$ cat config.mk
export PLATFORM = sky130hd
export DESIGN_NAME = median_host_ctrl_flat
export DESIGN_NICKNAME = d
export VERILOG_FILES = /design/src/rtl/median_pkg.sv /design/src/rtl/median_host_ctrl_if.sv /design/src/rtl/median_rd_skid.sv /design/src/rtl/median_host_ctrl.sv /design/src/flat_wrapper.sv
export SDC_FILE = /design/constraint.sdc
export NUM_CORES = 1
export LEC_CHECK = 0
export CORE_MARGIN = 10
export CORE_UTILIZATION = 44
export DETAILED_ROUTE_END_ITERATION = 16
export PLACE_DENSITY = 0.93
export SLEW_MARGIN = 10
export SYNTH_ARGS = -nofsm -noshare
export SYNTH_HDL_FRONTEND = slang
export SYNTH_SLANG_ARGS = --single-unit
$ cat constraint.sdc
create_clock -name Clk -period 3.4 [get_ports Clk]
set_input_delay 0.51 -clock Clk [delete_from_list [all_inputs] [get_ports Clk]]
set_output_delay 0.51 -clock Clk [all_outputs]
set_load 0.02 [all_outputs]
$ cat src/rtl/median_pkg.sv
// Shared types and widths for the median filter host sequencer.
package median_pkg;

  localparam int unsigned A_WIDTH    = 6;
  localparam int unsigned D_WIDTH    = 32;
  localparam int unsigned R_WIDTH    = 8;
  localparam int unsigned IN_ADDR_W  = A_WIDTH;
  localparam int unsigned OUT_ADDR_W = A_WIDTH - 1;

  typedef enum logic [2:0] {
    S_IDLE,
    S_LOAD,
    S_GO,
    S_WAIT,
    S_RD_ISSUE,
    S_RD_CAP,
    S_RD_HOLD
  } state_e;

endpackage

$ cat src/rtl/median_host_ctrl_if.sv
// Frame input stream, result output stream and both SRAM B-ports.
interface median_host_ctrl_if;
  import median_pkg::*;

  logic [D_WIDTH-1:0]    In_data;
  logic                  In_valid;
  logic                  In_ready;
  logic [R_WIDTH-1:0]    Out_data;
  logic                  Out_valid;
  logic                  Out_ready;
  logic                  Out_last;
  logic [D_WIDTH-1:0]    MA_di32;
  logic [IN_ADDR_W-1:0]  MA_Addr6;
  logic                  MA_enb;
  logic                  MA_web;
  logic [R_WIDTH-1:0]    MO_do8b;
  logic [R_WIDTH-1:0]    MO_di8b;
  logic [OUT_ADDR_W-1:0] MO_Addr5b;
  logic                  MO_enb;
  logic                  MO_web;

  modport master (
    input  In_data, In_valid, Out_ready, MO_do8b,
    output In_ready, Out_data, Out_valid, Out_last,
           MA_di32, MA_Addr6, MA_enb, MA_web,
           MO_di8b, MO_Addr5b, MO_enb, MO_web
  );

  modport slave (
    output In_data, In_valid, Out_ready, MO_do8b,
    input  In_ready, Out_data, Out_valid, Out_last,
           MA_di32, MA_Addr6, MA_enb, MA_web,
           MO_di8b, MO_Addr5b, MO_enb, MO_web
  );

endinterface

$ cat src/rtl/median_rd_skid.sv
// Result byte register: captures the SRAM read data and holds it until accepted.
module median_rd_skid
  import median_pkg::*;
(
  input  logic               i_clk,
  input  logic               i_rst_n,
  input  logic               i_cap,
  input  logic               i_last,
  input  logic [R_WIDTH-1:0] i_rd_data,
  input  logic               i_ready,
  output logic [R_WIDTH-1:0] o_data,
  output logic               o_valid,
  output logic               o_last
);

  logic [R_WIDTH-1:0] r_data;
  logic               r_valid;
  logic               r_last;

  // Data stays put after the handshake; only valid/last are withdrawn.
  always_ff @(posedge i_clk) begin
    if (!i_rst_n) begin
      r_data  <= '0;
      r_valid <= 1'b0;
      r_last  <= 1'b0;
    end else if (i_cap) begin
      r_data  <= i_rd_data;
      r_valid <= 1'b1;
      r_last  <= i_last;
    end else if (r_valid && i_ready) begin
      r_valid <= 1'b0;
      r_last  <= 1'b0;
    end
  end

  assign o_data  = r_data;
  assign o_valid = r_valid;
  assign o_last  = r_last;

endmodule

$ cat src/rtl/median_host_ctrl.sv
// Host sequencer: loads one frame into the input SRAM, kicks the median core,
// then streams the result bytes out of the output SRAM.
module median_host_ctrl
  import median_pkg::*;
#(
  parameter int unsigned IN_WORDS  = 64,
  parameter int unsigned OUT_BYTES = 32,
  parameter int unsigned TO_W      = 16
) (
  input  logic Clk,
  input  logic Rst_n,
  input  logic Start,
  output logic Busy,
  output logic Timeout_err,
  output logic Go_t,
  input  logic Done_t,
  median_host_ctrl_if.master bus
);

  localparam logic [TO_W-1:0] TC_LAST = {TO_W{1'b1}} - TO_W'(1);

  state_e                r_state, w_state_nx;
  logic [IN_ADDR_W-1:0]  r_wc, w_wc_nx;
  logic [OUT_ADDR_W-1:0] r_bc, w_bc_nx;
  logic [TO_W-1:0]       r_tc, w_tc_nx;
  logic                  r_to_err, w_to_err_nx;

  logic               w_last;
  logic               w_cap;
  logic               w_out_hs;
  logic [R_WIDTH-1:0] w_out_data;
  logic               w_out_valid;
  logic               w_out_last;

  assign w_last   = (r_bc == OUT_ADDR_W'(OUT_BYTES - 1));
  assign w_cap    = (r_state == S_RD_CAP);
  assign w_out_hs = w_out_valid & bus.Out_ready;

  always_ff @(posedge Clk) begin
    if (!Rst_n) begin
      r_state  <= S_IDLE;
      r_wc     <= '0;
      r_bc     <= '0;
      r_tc     <= '0;
      r_to_err <= 1'b0;
    end else begin
      r_state  <= w_state_nx;
      r_wc     <= w_wc_nx;
      r_bc     <= w_bc_nx;
      r_tc     <= w_tc_nx;
      r_to_err <= w_to_err_nx;
    end
  end

  always_comb begin
    w_state_nx  = r_state;
    w_wc_nx     = r_wc;
    w_bc_nx     = r_bc;
    w_tc_nx     = r_tc;
    w_to_err_nx = r_to_err;
    case (r_state)
      S_IDLE: begin
        if (Start) begin
          w_state_nx  = S_LOAD;
          w_wc_nx     = '0;
          w_to_err_nx = 1'b0;
        end
      end
      S_LOAD: begin
        if (bus.In_valid) begin
          w_wc_nx = r_wc + IN_ADDR_W'(1);
          if (r_wc == IN_ADDR_W'(IN_WORDS - 1)) w_state_nx = S_GO;
        end
      end
      S_GO: begin
        w_state_nx = S_WAIT;
        w_tc_nx    = '0;
      end
      // Done wins over a timeout landing in the same cycle.
      S_WAIT: begin
        if (Done_t) begin
          w_state_nx = S_RD_ISSUE;
          w_bc_nx    = '0;
        end else begin
          w_tc_nx = r_tc + TO_W'(1);
          if (r_tc == TC_LAST) begin
            w_state_nx  = S_IDLE;
            w_to_err_nx = 1'b1;
          end
        end
      end
      S_RD_ISSUE: w_state_nx = S_RD_CAP;
      S_RD_CAP:   w_state_nx = S_RD_HOLD;
      S_RD_HOLD: begin
        if (w_out_hs) begin
          if (w_last) begin
            w_state_nx = S_IDLE;
          end else begin
            w_bc_nx    = r_bc + OUT_ADDR_W'(1);
            w_state_nx = S_RD_ISSUE;
          end
        end
      end
      default: w_state_nx = S_IDLE;
    endcase
  end

  median_rd_skid u_rd_skid (
    .i_clk     (Clk),
    .i_rst_n   (Rst_n),
    .i_cap     (w_cap),
    .i_last    (w_last),
    .i_rd_data (bus.MO_do8b),
    .i_ready   (bus.Out_ready),
    .o_data    (w_out_data),
    .o_valid   (w_out_valid),
    .o_last    (w_out_last)
  );

  // Port controls are decoded from the state register and gated to 0 outside their phase.
  assign Busy        = (r_state != S_IDLE);
  assign Timeout_err = r_to_err;
  assign Go_t        = (r_state == S_GO);

  assign bus.In_ready  = (r_state == S_LOAD);
  assign bus.MA_enb    = (r_state == S_LOAD) & bus.In_valid;
  assign bus.MA_web    = (r_state == S_LOAD) & bus.In_valid;
  assign bus.MA_Addr6  = (r_state == S_LOAD) ? r_wc : '0;
  assign bus.MA_di32   = (r_state == S_LOAD) ? bus.In_data : '0;
  assign bus.MO_enb    = (r_state == S_RD_ISSUE);
  assign bus.MO_Addr5b = (r_state == S_RD_ISSUE) ? r_bc : '0;
  assign bus.MO_di8b   = '0;
  assign bus.MO_web    = 1'b0;
  assign bus.Out_data  = w_out_data;
  assign bus.Out_valid = w_out_valid;
  assign bus.Out_last  = w_out_last;

endmodule

$ cat src/flat_wrapper.sv
// flat-port wrapper written by rule: the top's interface ports become plain ports
module median_host_ctrl_flat import median_pkg::*;
#(
  parameter int unsigned IN_WORDS  = 64,
  parameter int unsigned OUT_BYTES = 32,
  parameter int unsigned TO_W      = 16
)
  (Clk, Rst_n, Start, Busy, Timeout_err, Go_t, Done_t, bus_In_data, bus_In_valid, bus_Out_ready, bus_MO_do8b, bus_In_ready, bus_Out_data, bus_Out_valid, bus_Out_last, bus_MA_di32, bus_MA_Addr6, bus_MA_enb, bus_MA_web, bus_MO_di8b, bus_MO_Addr5b, bus_MO_enb, bus_MO_web);
  median_host_ctrl_if bus_i ();
  input  logic Clk;
  input  logic Rst_n;
  input  logic Start;
  output logic Busy;
  output logic Timeout_err;
  output logic Go_t;
  input  logic Done_t;
  input wire logic [$bits(bus_i.In_data)-1:0] bus_In_data;
  input wire logic [$bits(bus_i.In_valid)-1:0] bus_In_valid;
  input wire logic [$bits(bus_i.Out_ready)-1:0] bus_Out_ready;
  input wire logic [$bits(bus_i.MO_do8b)-1:0] bus_MO_do8b;
  output wire logic [$bits(bus_i.In_ready)-1:0] bus_In_ready;
  output wire logic [$bits(bus_i.Out_data)-1:0] bus_Out_data;
  output wire logic [$bits(bus_i.Out_valid)-1:0] bus_Out_valid;
  output wire logic [$bits(bus_i.Out_last)-1:0] bus_Out_last;
  output wire logic [$bits(bus_i.MA_di32)-1:0] bus_MA_di32;
  output wire logic [$bits(bus_i.MA_Addr6)-1:0] bus_MA_Addr6;
  output wire logic [$bits(bus_i.MA_enb)-1:0] bus_MA_enb;
  output wire logic [$bits(bus_i.MA_web)-1:0] bus_MA_web;
  output wire logic [$bits(bus_i.MO_di8b)-1:0] bus_MO_di8b;
  output wire logic [$bits(bus_i.MO_Addr5b)-1:0] bus_MO_Addr5b;
  output wire logic [$bits(bus_i.MO_enb)-1:0] bus_MO_enb;
  output wire logic [$bits(bus_i.MO_web)-1:0] bus_MO_web;
  assign bus_i.In_data = bus_In_data;
  assign bus_i.In_valid = bus_In_valid;
  assign bus_i.Out_ready = bus_Out_ready;
  assign bus_i.MO_do8b = bus_MO_do8b;
  assign bus_In_ready = bus_i.In_ready;
  assign bus_Out_data = bus_i.Out_data;
  assign bus_Out_valid = bus_i.Out_valid;
  assign bus_Out_last = bus_i.Out_last;
  assign bus_MA_di32 = bus_i.MA_di32;
  assign bus_MA_Addr6 = bus_i.MA_Addr6;
  assign bus_MA_enb = bus_i.MA_enb;
  assign bus_MA_web = bus_i.MA_web;
  assign bus_MO_di8b = bus_i.MO_di8b;
  assign bus_MO_Addr5b = bus_i.MO_Addr5b;
  assign bus_MO_enb = bus_i.MO_enb;
  assign bus_MO_web = bus_i.MO_web;
  median_host_ctrl #(.IN_WORDS(IN_WORDS), .OUT_BYTES(OUT_BYTES), .TO_W(TO_W)) u_core (.Clk(Clk), .Rst_n(Rst_n), .Start(Start), .Busy(Busy), .Timeout_err(Timeout_err), .Go_t(Go_t), .Done_t(Done_t), .bus(bus_i));
endmodule
==> impl_metrics.py <==
metrics = {
    "drt": {
        "wl_per_cell_um": 16.2,
        "viasPerCell": 5.26,
        "wl_um": 7430,
        "vias": 2418,
        "drc": 0,
        "drt_iter0_drc": 77,
        "final_antenna_net_count": 0,
        "drt-pass1-iter-count": 4,
    },
    "setup_path": {
        "path_depth": 4,
        "cp-end-kind": "primary output",
        "path_class": "reg2out",
        "crit_arrival_ns": 2.35,
        "path_cells": "nor3b_2, buf_4, and2_1, clkdlybuf4s50_1",
        "crit_buf_inv": 2,
        "required_ns": 2.89,
        "start_kind": "flip-flop",
        "crit_family": "buffers and inverters",
        "critPathMaxStageDelay_ns": 0.64,
        "cp_max_fo": 40,
        "cp_slowest_cell": "clkdlybuf4s50_1",
        "worstRegToRegCells": 5,
    },
    "floorplan": {
        "dieWidth_um": 92.8,
        "core_region_area_um2": 5110,
        "io_pins": 115,
        "die_area_um2": 8610,
        "die_h_um": 92.8,
        "start_util_pct": 45.6,
        "row_count": 26,
    },
    "synthesis": {
        "avgSynthCellArea_um2": 7.98,
        "synthSimpleGateAreaFrac_pct": 36.4,
        "synth_compound_area_share_pct": 13.8,
        "synthesis.area_um2": 2330,
        "synthXorXnorAreaFrac_pct": 3.38,
        "yosys_warnings": 0,
        "syn-instance-count": 292,
        "synth_top_family_by_area": "simple AND/OR/NAND/NOR gates",
        "muxShareOfSynthArea_pct": 0.913,
        "synth_cell_types": 44,
        "yosys_register_bits": 41,
        "yosysSeqAreaShare_pct": 35.2,
        "async_flop_share_pct": 0,
        "synthAdderAreaFrac_pct": 2.69,
        "ys.flop_type": "dfxtp_1",
        "synth_enable_flop_cells": 0,
    },
    "clocking": {
        "clk_latency_ns": 0.30,
        "cts.sink_count": 41,
        "cts_hold_buf": 0,
        "cts_max_path_buffers": 2,
        "htree_num_levels": 2,
        "cts_resized": 0,
        "cts.clk_slew.worst_paths_ns": 0.08,
        "root_buffer": "clkbuf_8",
        "cts_setup_buffers": 0,
        "cts_made_buffers": 5,
        "tritoncts": "built",
    },
    "final_layout": {
        "antenna_cells": 0,
        "final_cells": 460,
        "final_cell_area_um2": 3480,
        "fin_nets": 441,
        "syn2layout_area_growth_pct": 49.5,
        "drive_gt1_share_pct": 4.36,
        "final_cell_mix": "105 x clkdlybuf4s50_1, 44 x and2_1, 41 x dfxtp_1",
        "final_common_cell": "clkdlybuf4s50_1",
    },
    "place": {
        "preCtsSetupSlack_ns": 0.902,
        "port_buffers": 105,
        "dpl.hpwl_um": 5860,
        "post-place-cells": 453,
        "place.gp.congestion": 0.856,
        "placed_cell_area_um2": 3380,
    },
    "sta": {
        "period_minus_slack_ns": 2.86,
        "rsz0062_at_grt": "no",
        "min_period_over_period_pct": 84.1,
        "slew_headroom_pct": 61.2,
        "fin_worst_skew_ns": 0.00713,
        "fin_hold_ws_ns": 0.459,
        "finalSetupTns_ns": 0,
        "tightest_slew_ns": 0.575,
        "setup_violations": 0,
        "finalHoldViolations": 0,
        "fmax_mhz": 350,
        "finalWorstSetupSlack_ns": 0.542,
        "slew_violations": 0,
    },
    "power": {
        "p_leak_uw": 0.00126,
        "power.share.clock_pct": 34.3,
        "swShare_pct": 26.3,
        "internal-power_uw": 815,
        "net-switching-power_uw": 291,
        "p_comb_share_pct": 21.3,
        "p_per_area_nw_per_um2": 318,
        "peakVddDrop_mv": 0.193,
        "seqPwrFrac_pct": 44.3,
    },
    "global_routing": {
        "grtUsageMet1_pct": 16.3,
        "grt-busiest-layer": "met2",
        "antenna_found_initial": 0,
        "grt_max_degree": 41,
        "grt.total_usage_pct": 16.9,
        "grt_pass1_wl_um": 12000,
        "grt_pass1_vias": 2494,
        "overflow": 0,
        "met3_usage_pct": 10.3,
        "grt_use_met2_pct": 30.0,
    },
    "outcome": {
        "outcome": "finished, final reports clean",
    },
    "min_path": {
        "timing.hold.worst_path_depth": 2,
        "hold_path.class": "reg2reg",
    },
    "run": {
        "cap_violations": 0,
    },
}
power by group through the flow:
stage	clock network (µW)	registers (µW)	logic (µW)
global placement	0	501	233
CTS	382	491	237
floorplan	0	497	122
finish	380	491	236
global route	402	492	254
detailed placement	0	502	235
kinds of logic after synthesis:
group,after synthesis
and+or+nand+nor,147
AOI/OAI and AO/OA,55
DFF,41
buffers and inverters,32
xor gates and xnor gates,9
adders and majority gates,5
muxes,2
other,1
final cells by class:
| class | instances | area (µm²) |
|---|---|---|
| repair buffers | 107 | 1070 |
| well taps | 70 | 87.6 |
| inverters | 8 | 32.5 |
| clock inverters | 2 | 35.0 |
| clock buffers | 5 | 68.8 |
| fillers | 397 | 1630 |
| flip-flops and latches | 41 | 821 |
| multi-input cells | 227 | 1370 |
routing by layer:
metal / vias to the layer above / share of wire (%)
met4: 0 / 1.1
met5: - / 0
met2: 98 / 50
li1: 1199 / -
met3: 9 / 12
met1: 1112 / 37
tightest hold or removal path, stage by stage (launching register included):
cell and delay (ns):
dfxtp_1 0.31, nand2_1 0.05, a21oi_1 0.05
worst paths after layout:
kind | startpoint | endpoint | slack (ns)
worst max-delay path | u_core.r_state[0]$_SDFFE_PN0P_ | bus_MA_enb | 0.54
worst min-delay path | u_core.u_rd_skid.o_data[3]$_SDFFE_PN0P_ | u_core.u_rd_skid.o_data[3]$_SDFFE_PN0P_ | 0.46
worst max register to register | u_core.r_state[2]$_SDFFE_PN0P_ | u_core.r_tc[15]$_SDFFE_PN0P_ | 1.17
worst min register to register | u_core.u_rd_skid.o_data[3]$_SDFFE_PN0P_ | u_core.u_rd_skid.o_data[3]$_SDFFE_PN0P_ | 0.46
per-stage QoR:
step / utilization, % / power (µW)
6_report: 68.2 / 1110
5_1_grt: 68.2 / 1150
4_1_cts: 68.2 / 1110
3_5_place_dp: 66.1 / 737
3_3_place_gp: 66.1 / 734
2_1_floorplan: - / 619
flip-flops by register name (all words and copies together) (netlist names):
name,cells
u_core.u_rd_skid.o_data,8
u_core.r_tc,16
u_core.u_rd_skid.o_last,1
u_core.r_wc,6
u_core.u_rd_skid.o_valid,1
u_core.Timeout_err,1
u_core.r_state,3
u_core.r_bc,5
synth_stat cells, types with 7 or more instances:
cell type	count	area share, %
and3_1	8	2.1
o21ai_0	10	2.1
nand2_1	18	2.9
o31ai_1	7	2.3
dfxtp_1	41	35
clkbuf_1	8	1.3
buf_4	10	3.2
inv_1	7	1.1
and2_1	44	12
or4_1	7	2.3
a21oi_1	30	6.4
nor2_1	17	2.7
nand3_1	21	4.5
No activity file was read; power rests on OpenSTA's default activity.
